--- config.mk ---
export PLATFORM = sky130hd
export DESIGN_NAME = digit_emitter
export DESIGN_NICKNAME = d
export VERILOG_FILES = /design/src/rtl/digit_emitter.sv
export SDC_FILE = /design/constraint.sdc
export NUM_CORES = 1
export LEC_CHECK = 0
export BUFFER_PORTS_ARGS = -buffer_cell sky130_fd_sc_hd__buf_2
export CORE_MARGIN = 2
export CORE_UTILIZATION = 62
export CTS_BUF_LIST = sky130_fd_sc_hd__clkbuf_8
export DETAILED_ROUTE_END_ITERATION = 10
export PLACE_DENSITY = 0.83
export SLEW_MARGIN = 20
export SYNTH_ARGS = -nofsm -noshare
export SYNTH_HDL_FRONTEND = slang
export SYNTH_SLANG_ARGS = --single-unit
--- constraint.sdc ---
create_clock -name clock -period 3.1 [get_ports clock]
set_input_delay 0.31 -clock clock [delete_from_list [all_inputs] [get_ports clock]]
set_output_delay 0.31 -clock clock [all_outputs]
set_load 0.01 [all_outputs]
--- src/rtl/digit_emitter.sv ---
// Binary-to-BCD (double dabble) converter that streams 8 digit writes, units first.
// Optional: define DIGIT_EMITTER_SAT_EN to show 99999999 when the value overflows 8 digits.
module digit_emitter #(
  parameter int unsigned WIDTH = 27
) (
  input  logic             clock,
  input  logic             reset,
  input  logic             start_i,
  input  logic [WIDTH-1:0] value_i,
  output logic [3:0]       dig_o,
  output logic [3:0]       pos_o,
  output logic             busy_o,
  output logic             done_o,
  output logic             ovf_o
);

  localparam int unsigned CntW    = $clog2(WIDTH + 1);
  localparam logic [31:0] MaxDisp = 32'd99_999_999;

`ifdef DIGIT_EMITTER_SAT_EN
  localparam bit SatEn = 1'b1;
`else
  localparam bit SatEn = 1'b0;
`endif

  typedef enum logic [1:0] {StIdle, StConvert, StEmit} state_e;

  state_e           state_q, state_d;
  logic [WIDTH-1:0] bin_q, bin_d;
  logic [35:0]      bcd_q, bcd_d;
  logic [35:0]      bcd_adj, bcd_step;
  logic [CntW-1:0]  cnt_q, cnt_d;
  logic [3:0]       dig_q, dig_d;
  logic [3:0]       pos_q, pos_d;
  logic             busy_q, busy_d;
  logic             done_q, done_d;
  logic             ovf_q, ovf_d;
  logic             last_step;

  assign last_step = (cnt_q == CntW'(WIDTH - 1));

  function automatic logic [3:0] emit_digit(input logic [3:0] d, input logic ovf);
    return (SatEn && ovf) ? 4'd9 : d;
  endfunction

  // One double-dabble step: add 3 to nibbles >= 5, then shift {bcd, bin} left.
  always_comb begin
    bcd_adj = bcd_q;
    for (int i = 0; i < 9; i++) begin
      if (bcd_q[4*i +: 4] >= 4'd5) begin
        bcd_adj[4*i +: 4] = bcd_q[4*i +: 4] + 4'd3;
      end
    end
    bcd_step = {bcd_adj[34:0], bin_q[WIDTH-1]};
  end

  always_ff @(posedge clock or posedge reset) begin
    if (reset) begin
      state_q <= StIdle;
      bin_q   <= '0;
      bcd_q   <= '0;
      cnt_q   <= '0;
      dig_q   <= 4'hF;
      pos_q   <= 4'hF;
      busy_q  <= 1'b0;
      done_q  <= 1'b0;
      ovf_q   <= 1'b0;
    end else begin
      state_q <= state_d;
      bin_q   <= bin_d;
      bcd_q   <= bcd_d;
      cnt_q   <= cnt_d;
      dig_q   <= dig_d;
      pos_q   <= pos_d;
      busy_q  <= busy_d;
      done_q  <= done_d;
      ovf_q   <= ovf_d;
    end
  end

  always_comb begin
    state_d = state_q;
    unique case (state_q)
      StIdle:    if (start_i)          state_d = StConvert;
      StConvert: if (last_step)        state_d = StEmit;
      StEmit:    if (pos_q == 4'd8)    state_d = StIdle;
      default:                         state_d = StIdle;
    endcase
  end

  always_comb begin
    bin_d  = bin_q;
    bcd_d  = bcd_q;
    cnt_d  = cnt_q;
    dig_d  = dig_q;
    pos_d  = pos_q;
    busy_d = busy_q;
    done_d = 1'b0;
    ovf_d  = ovf_q;
    unique case (state_q)
      StIdle: begin
        if (start_i) begin
          bin_d  = value_i;
          bcd_d  = '0;
          cnt_d  = '0;
          busy_d = 1'b1;
          ovf_d  = (32'(value_i) > MaxDisp);
          dig_d  = 4'hF;
          pos_d  = 4'hF;
        end
      end
      StConvert: begin
        // The BCD top bit is always 0, so rotating it into bin equals a plain shift.
        bin_d = {bin_q[WIDTH-2:0], bcd_adj[35]};
        bcd_d = bcd_step;
        cnt_d = cnt_q + CntW'(1);
        if (last_step) begin
          pos_d = 4'd1;
          dig_d = emit_digit(bcd_step[3:0], ovf_q);
        end
      end
      StEmit: begin
        if (pos_q == 4'd8) begin
          pos_d  = 4'hF;
          dig_d  = 4'hF;
          done_d = 1'b1;
          busy_d = 1'b0;
        end else begin
          pos_d = pos_q + 4'd1;
          dig_d = emit_digit(bcd_q[{1'b0, pos_q[2:0], 2'b00} +: 4], ovf_q);
        end
      end
      default: begin
        pos_d  = 4'hF;
        dig_d  = 4'hF;
        busy_d = 1'b0;
      end
    endcase
  end

  assign dig_o  = dig_q;
  assign pos_o  = pos_q;
  assign busy_o = busy_q;
  assign done_o = done_q;
  assign ovf_o  = ovf_q;

endmodule

======== Word level (Yosys, flattened, before mapping) ========
Cells that the tools add are included.
storage, ports and cells
  register bits ........................... 81
  input bits .............................. 30
  output and inout bits ................... 11
  logic and storage cells ................. 77
operators by class
  add/subtract/negate cells ............... 11
  magnitude comparators ................... 10
  equality and inequality tests ........... 7
  shifts and indexed selects .............. 1
  multiplexer cells ....................... 31
  bitwise operators ....................... 1
  reduce and logical (&&, ||, !) cells .... 7
operator list
  cell                                                                    count
  36-bit one-hot mux with 2 select lines                                  1
  4-bit two-way mux                                                       14
  27-bit one-hot mux with 2 select lines                                  1
  4-bit by 2-bit adder with 4-bit output (second input constant)          9
  4-bit by 3-bit >= comparator with 1-bit output (second input constant)  9
  36-bit two-way mux                                                      1
  36-bit by 6-bit indexed part select with 4-bit output                   1
  27-bit > comparator (second input constant)                             1
  27-bit two-way mux                                                      1
  4-bit one-hot mux with 3 select lines                                   2
  5-bit one-hot mux with 2 select lines                                   1
  2-bit two-way mux                                                       3
  2-bit != test (second input constant)                                   3
  2-bit one-hot mux with 3 select lines                                   1
  2-bit AND reduction                                                     3
  3-bit AND reduction                                                     2
  5-bit by 1-bit adder with 5-bit output (second input constant)          1
  5-bit equality test (second input constant)                             1
  5-bit two-way mux                                                       1
  4-bit by 1-bit adder with 4-bit output (second input constant)          1
  4-bit equality test (second input constant)                             1
  1-bit two-way mux                                                       4
  1-bit one-hot mux with 3 select lines                                   1
  2-bit by 1-bit equality test with 1-bit output (second input constant)  1
  4 further kinds                                                         4

======== Depth between registers and ports, before layout ========
  depth in word-level cells ............... 4
  depth in mapped cells ................... 9
  gate-level depth less buffers ........... 6

======== Worst setup path before layout ========
No wires, ideal clock.
  kind .................................... register to register
  start ................................... reg pos_q[1], in the netlist pos_o[1]
  end ..................................... reg pos_q[0], in the netlist pos_o[0]
  library setup time ...................... 90 ps
  data arrival time ....................... 1732 ps
  data required time ...................... 3010 ps
  path slack .............................. 1277 ps
  cell stages (with the launch flop) ...... 9
  buffers on the path ..................... 2
  clock period less this slack ............ 1823 ps
  cell sequence ........................... dfstp_2 -> buf_6 -> buf_2 -> inv_1 -> ha_1 -> nand3b_1 -> nor2_1 -> a2111oi_0 -> a21oi_1
between the ends
  cells in the longest elaborated chain, start to end .. 3
RTL lines
  element                                line  RTL
  start, declared                        34    logic [3:0] pos_q, pos_d;
  start signal, assigned                 74    pos_q <= pos_d;
  4-bit equality test                    123   if (pos_q == 4'd8) begin
  4-bit two-way mux                      123
  4-bit one-hot mux with 3 select lines  100   unique case (state_q)
No other way between the ends.
A chain may end at the register's enable or synchronous reset.

======== Worst setup path in the final report ========
  start ................................... reg state_q[1]
  end ..................................... reg bcd_q[27]
between the ends
  cells in the longest elaborated chain, start to end .. 3
  elaborated cells on any way between the ends .. 6
  classes of those cells .................. 2 x eq/ne; 1 x mux; 3 x reduce/logical
RTL lines
  element                                                                            line  RTL
  start, declared                                                                    28    state_e state_q, state_d;
  start signal, assigned                                                             59    state_q <= StIdle;
  start signal, assigned                                                             69    state_q <= state_d;
  2-bit by 1-bit equality test with 1-bit output or 2-bit zero test (tied branches)  100
  2-bit nonzero test (no line) or 2-bit != test (tied branches)                      --
  2-bit AND reduction (no line)                                                      --
  end signal, assigned                                                               61    bcd_q <= '0;
  end signal, assigned                                                               71    bcd_q <= bcd_d;
  end, declared                                                                      30    logic [35:0] bcd_q, bcd_d;
Several ways; a longest one is shown, not always the timed one.

==> summary.md <==
| Metric | Value |
|---|---|
| CP Cell Sequence | `inv_1 -> ha_2 -> buf_4 -> and2_1 -> a21oi_1 -> o22ai_1` |
| Largest net degree at the start of global routing | `70` |
| Fillers | `~570` |
| Vias in the first global route | `3481` |
| Crit path buf inv count | `2` |
| Ys flop type | `dfrtp_1` |
| Final min period | `~2300 ps` |
| Post-CTS setup buffer count | `0` |
| Total Routing Usage GR | `between 20% and 30%` |
| DP Cell Count | `586` |
| Post-Synth Simple-Gate Area | `about an eighth` |
| Leak pwr | `2.20 nW` |
| Synthesized cell area | `4610 sq um` |
| DIE AREA | `approximately 8000 sq um` |
| Net Sw Power | `approximately 1.9 mW` |
| Non-filler cells, final | `about 600` |
| Synth Warn # | `0` |
| Worst-Skew Late Latency | `~360 ps` |
| N_diodes | `0` |
| Part of the Yosys area used for sequential elements | `44.2%` |
| Post-CTS Resized | `0` |
| CTS Sinks | `between 80 and 90` |
| R2r worst-path depth | `6` |
| Area delta synth->final | `9.04%` |
| Maximum clock frequency | `434 MHz` |
| Crit Path Category | `reg -> reg` |
| Crit path largest cell delay | `560 ps` |
| DR pass1 iterations | `4` |
| Crit path launch | `state_q[1]` |
| Final hold vios | `0` |
| Cells after Synth | `around 470` |
| # DRC | `0` |
| Pwr/cell area | `868 nW/um^2` |
| Worst vdd ir | `approximately 0.4 mV` |
| Initial antenna violation count | `0` |
| Status | `finished, final reports clean` |
| Clock tree buffer depth | `2` |
| CTS tree | `yes` |
| CTS Hold Bufs | `0` |
| Syn Area/Cell | `around 9.8 sq um` |
| GRT Residual Overflow | `0` |
| Post-route clock period utilization | `74.3%` |
| Hold Path Class | `in -> async` |
| Share of cells above drive strength 1 | `15.9%` |
| Adder-Cell Fraction of Synth Area | `under 10%` |
| Stages on the worst setup path | `6` |
| Slew Limit Fails | `0` |
| ANT nets after route | `0` |
| Flop pwr share | `approximately 39%` |
| Final setup TNS | `0 ps` |
| Worst rel slew slack | `roughly 53%` |
| Setup Skew | `9.40 ps` |
| Syn_nets | `about 520` |
| Core Util, Final | `a little over two thirds` |
| Comb power frac | `a little over two fifths` |
| Crit-path max FO | `29` |
| Largest family of logic cells by synthesized area | `compound AO/OA/AOI/OAI gates` |
| Mux cell area share after synthesis | `between 10% and 20%` |
| Horiz. Die Dim | `about 90 microns` |
| Startpoint types | `flop` |
| CTS root buf | `clkbuf_8` |
| First-pass GRT wire length | `roughly 17 mm` |
| Clock power share | `18.2%` |
| Compound-Gate Fraction of Synth Area | `18.2%` |
| GPL Wtd Cong | `a little over 0.8` |
| Max-cap viol count | `0` |
| Reg-to-Reg Start | `state_q[1]` |
| Total Routed Length | `around 10 mm` |
| Row Count | `31` |
| FFs w/ async S/R, synth | `between 90% and 100%` |
| Required @ worst endpoint | `between 3000 and 4000 ps` |
| Yosys top cell area share | `between 30% and 40%` |
| Switching Fraction | `approximately 43%` |
| Unrepaired setup endpoints after global routing | `false` |
| Slowest CP cell | `and2_1` |
| Internal | `roughly 2.5 mW` |
| Total CTS buffers | `9` |
| Wire per inst | `approximately 17 microns` |
| Worst-margin pin slew | `approximately 710 ps` |
| Synth Area in XOR/XNOR | `under 10%` |
| Initial Utilization | `63.9%` |
| Via count | `between 3000 and 4000` |
| Port buffer count | `40` |
| Initial drt markers | `around 300` |
| Cell taking the most area after synthesis | `dfrtp_1` |
| Largest cells by area after synthesis | `dfrtp_1 40%, ha_1 6.8%, mux2i_1 6.7%, a21oi_1 5.1%, dfstp_2 4.6%` |
| Die Ht | `90.2 microns` |
| Placed wire-length estimate | `roughly 6.8 mm` |
| Worst EP arrival | `about 2600 ps` |
| Synth Register Bits | `81` |
| # IOs | `41` |
| Post-synth EDFFs | `0` |
| # setup viols final | `0` |
| CP delay by family, top | `simple AND/OR/NAND/NOR gates` |
| Placeable Area | `7210 sq um` |
| # nets final | `approximately 550` |
| CP endpoint kind | `flop` |
| H-tree depth | `3` |
| Number of library cell types mapped by synthesis | `48` |
| Vias per cell | `5.99` |
| Clock slew at reported path FFs | `90 ps` |
## layout make-up
cell class | count | area (sq um) | area share, %
clock buffers | 9 | 124 | 2.47
clock inverters | 7 | 71.3 | 1.42
inverters | 32 | 121 | 2.42
multi-input cells | 330 | 2300 | 45.9
flip-flops and latches | 81 | 2040 | 40.5
well taps | 99 | 124 | 2.47
repair buffers | 44 | 243 | 4.83
## synthesized netlist by cell type, drive strengths merged (2+ instances only)
| master | n |
|---|---|
| a41oi | 5 |
| a22o | 7 |
| nand2b | 13 |
| mux4 | 4 |
| xnor2 | 11 |
| nor3b | 4 |
| dfstp | 8 |
| nor2 | 45 |
| a32o | 3 |
| buf | 22 |
| xor2 | 4 |
| nand4b | 2 |
| dfrtp | 73 |
| o32ai | 3 |
| nand4 | 2 |
| o21ai | 22 |
| mux2i | 31 |
| ha | 25 |
| nand2 | 38 |
| o31ai | 3 |
| mux2 | 6 |
| o22ai | 23 |
| o2111ai | 7 |
| nand3b | 3 |
| nand3 | 5 |
| nor2b | 2 |
| a21oi | 47 |
| inv | 32 |
| o211ai | 4 |
| clkbuf | 3 |
## flip-flops by register name, summed over array words and instances (netlist names)
signal   count
bcd_q       36
bin_q       27
cnt_q        5
dig_o        4
pos_o        4
state_q      2
busy_o       1
done_o       1
ovf_o        1
## cells in the final DEF (no fill, tap or decap), types with 11 or more instances in the layout
| cell | count |
|---|---|
| nor2_1 | 45 |
| a21oi_1 | 47 |
| buf_2 | 40 |
| nand2_1 | 38 |
| o21ai_0 | 21 |
| ha_1 | 24 |
| nand2b_1 | 12 |
| inv_1 | 32 |
| o22ai_1 | 23 |
| dfrtp_1 | 73 |
| xnor2_1 | 11 |
| mux2i_1 | 31 |
## metrics by stage
step | power, mW | hold slack (ps) | worst slack (ps) | cell area [sq um]
after global routing | 4.66 | 79.7 | 624 | 5020
final | 4.36 | 21.2 | 798 | 5020
after global placement | 3.46 | 413 | 968 | 4830
after detailed placement | 3.56 | 422 | 856 | 4830
after CTS | 4.35 | 35.2 | 819 | 5020
after floorplan | 3.18 | 440 | 723 | 4610
## cells by family after synthesis
family          Yosys count
flops                    81
compound gates          132
simple gates            117
xor+xnor                 15
buf+inv                  57
mux                      41
fa+ha+maj                25
## worst paths after layout
| check | slack, ps | end |
|---|---|---|
| max | 800 | bcd_q[27] |
| min | 20 | bcd_q[7] |
| min in group clock | 220 | bin_q[5] |
| max reg2reg | 800 | bcd_q[27] |
| min reg2reg | 510 | bin_q[0] |
| max in group asynchronous | 2380 | dig_o[1] |
## power groups by stage
stage	Sequential, mW	Combinational [mW]	Clock (mW)
after floorplan	1.62	1.56	0
after global placement	1.70	1.76	0
after detailed placement	1.72	1.84	0
after CTS	1.70	1.86	0.792
after global routing	1.75	2.07	0.838
final	1.70	1.86	0.794
## per-layer routing
layer / global-route usage (%) / routed length (microns) / vias up / part of all wire [%]
met4: 10.0 / 233 / 0 / 2.3
met1: 35.5 / 4530 / 1748 / 45
li1: - / - / 1732 / -
met3: 3.52 / 425 / 20 / 4.3
met2: 40.4 / 4800 / 107 / 48
met5: 0 / 0 / - / 0
No activity file was read; power rests on OpenSTA's default activity.
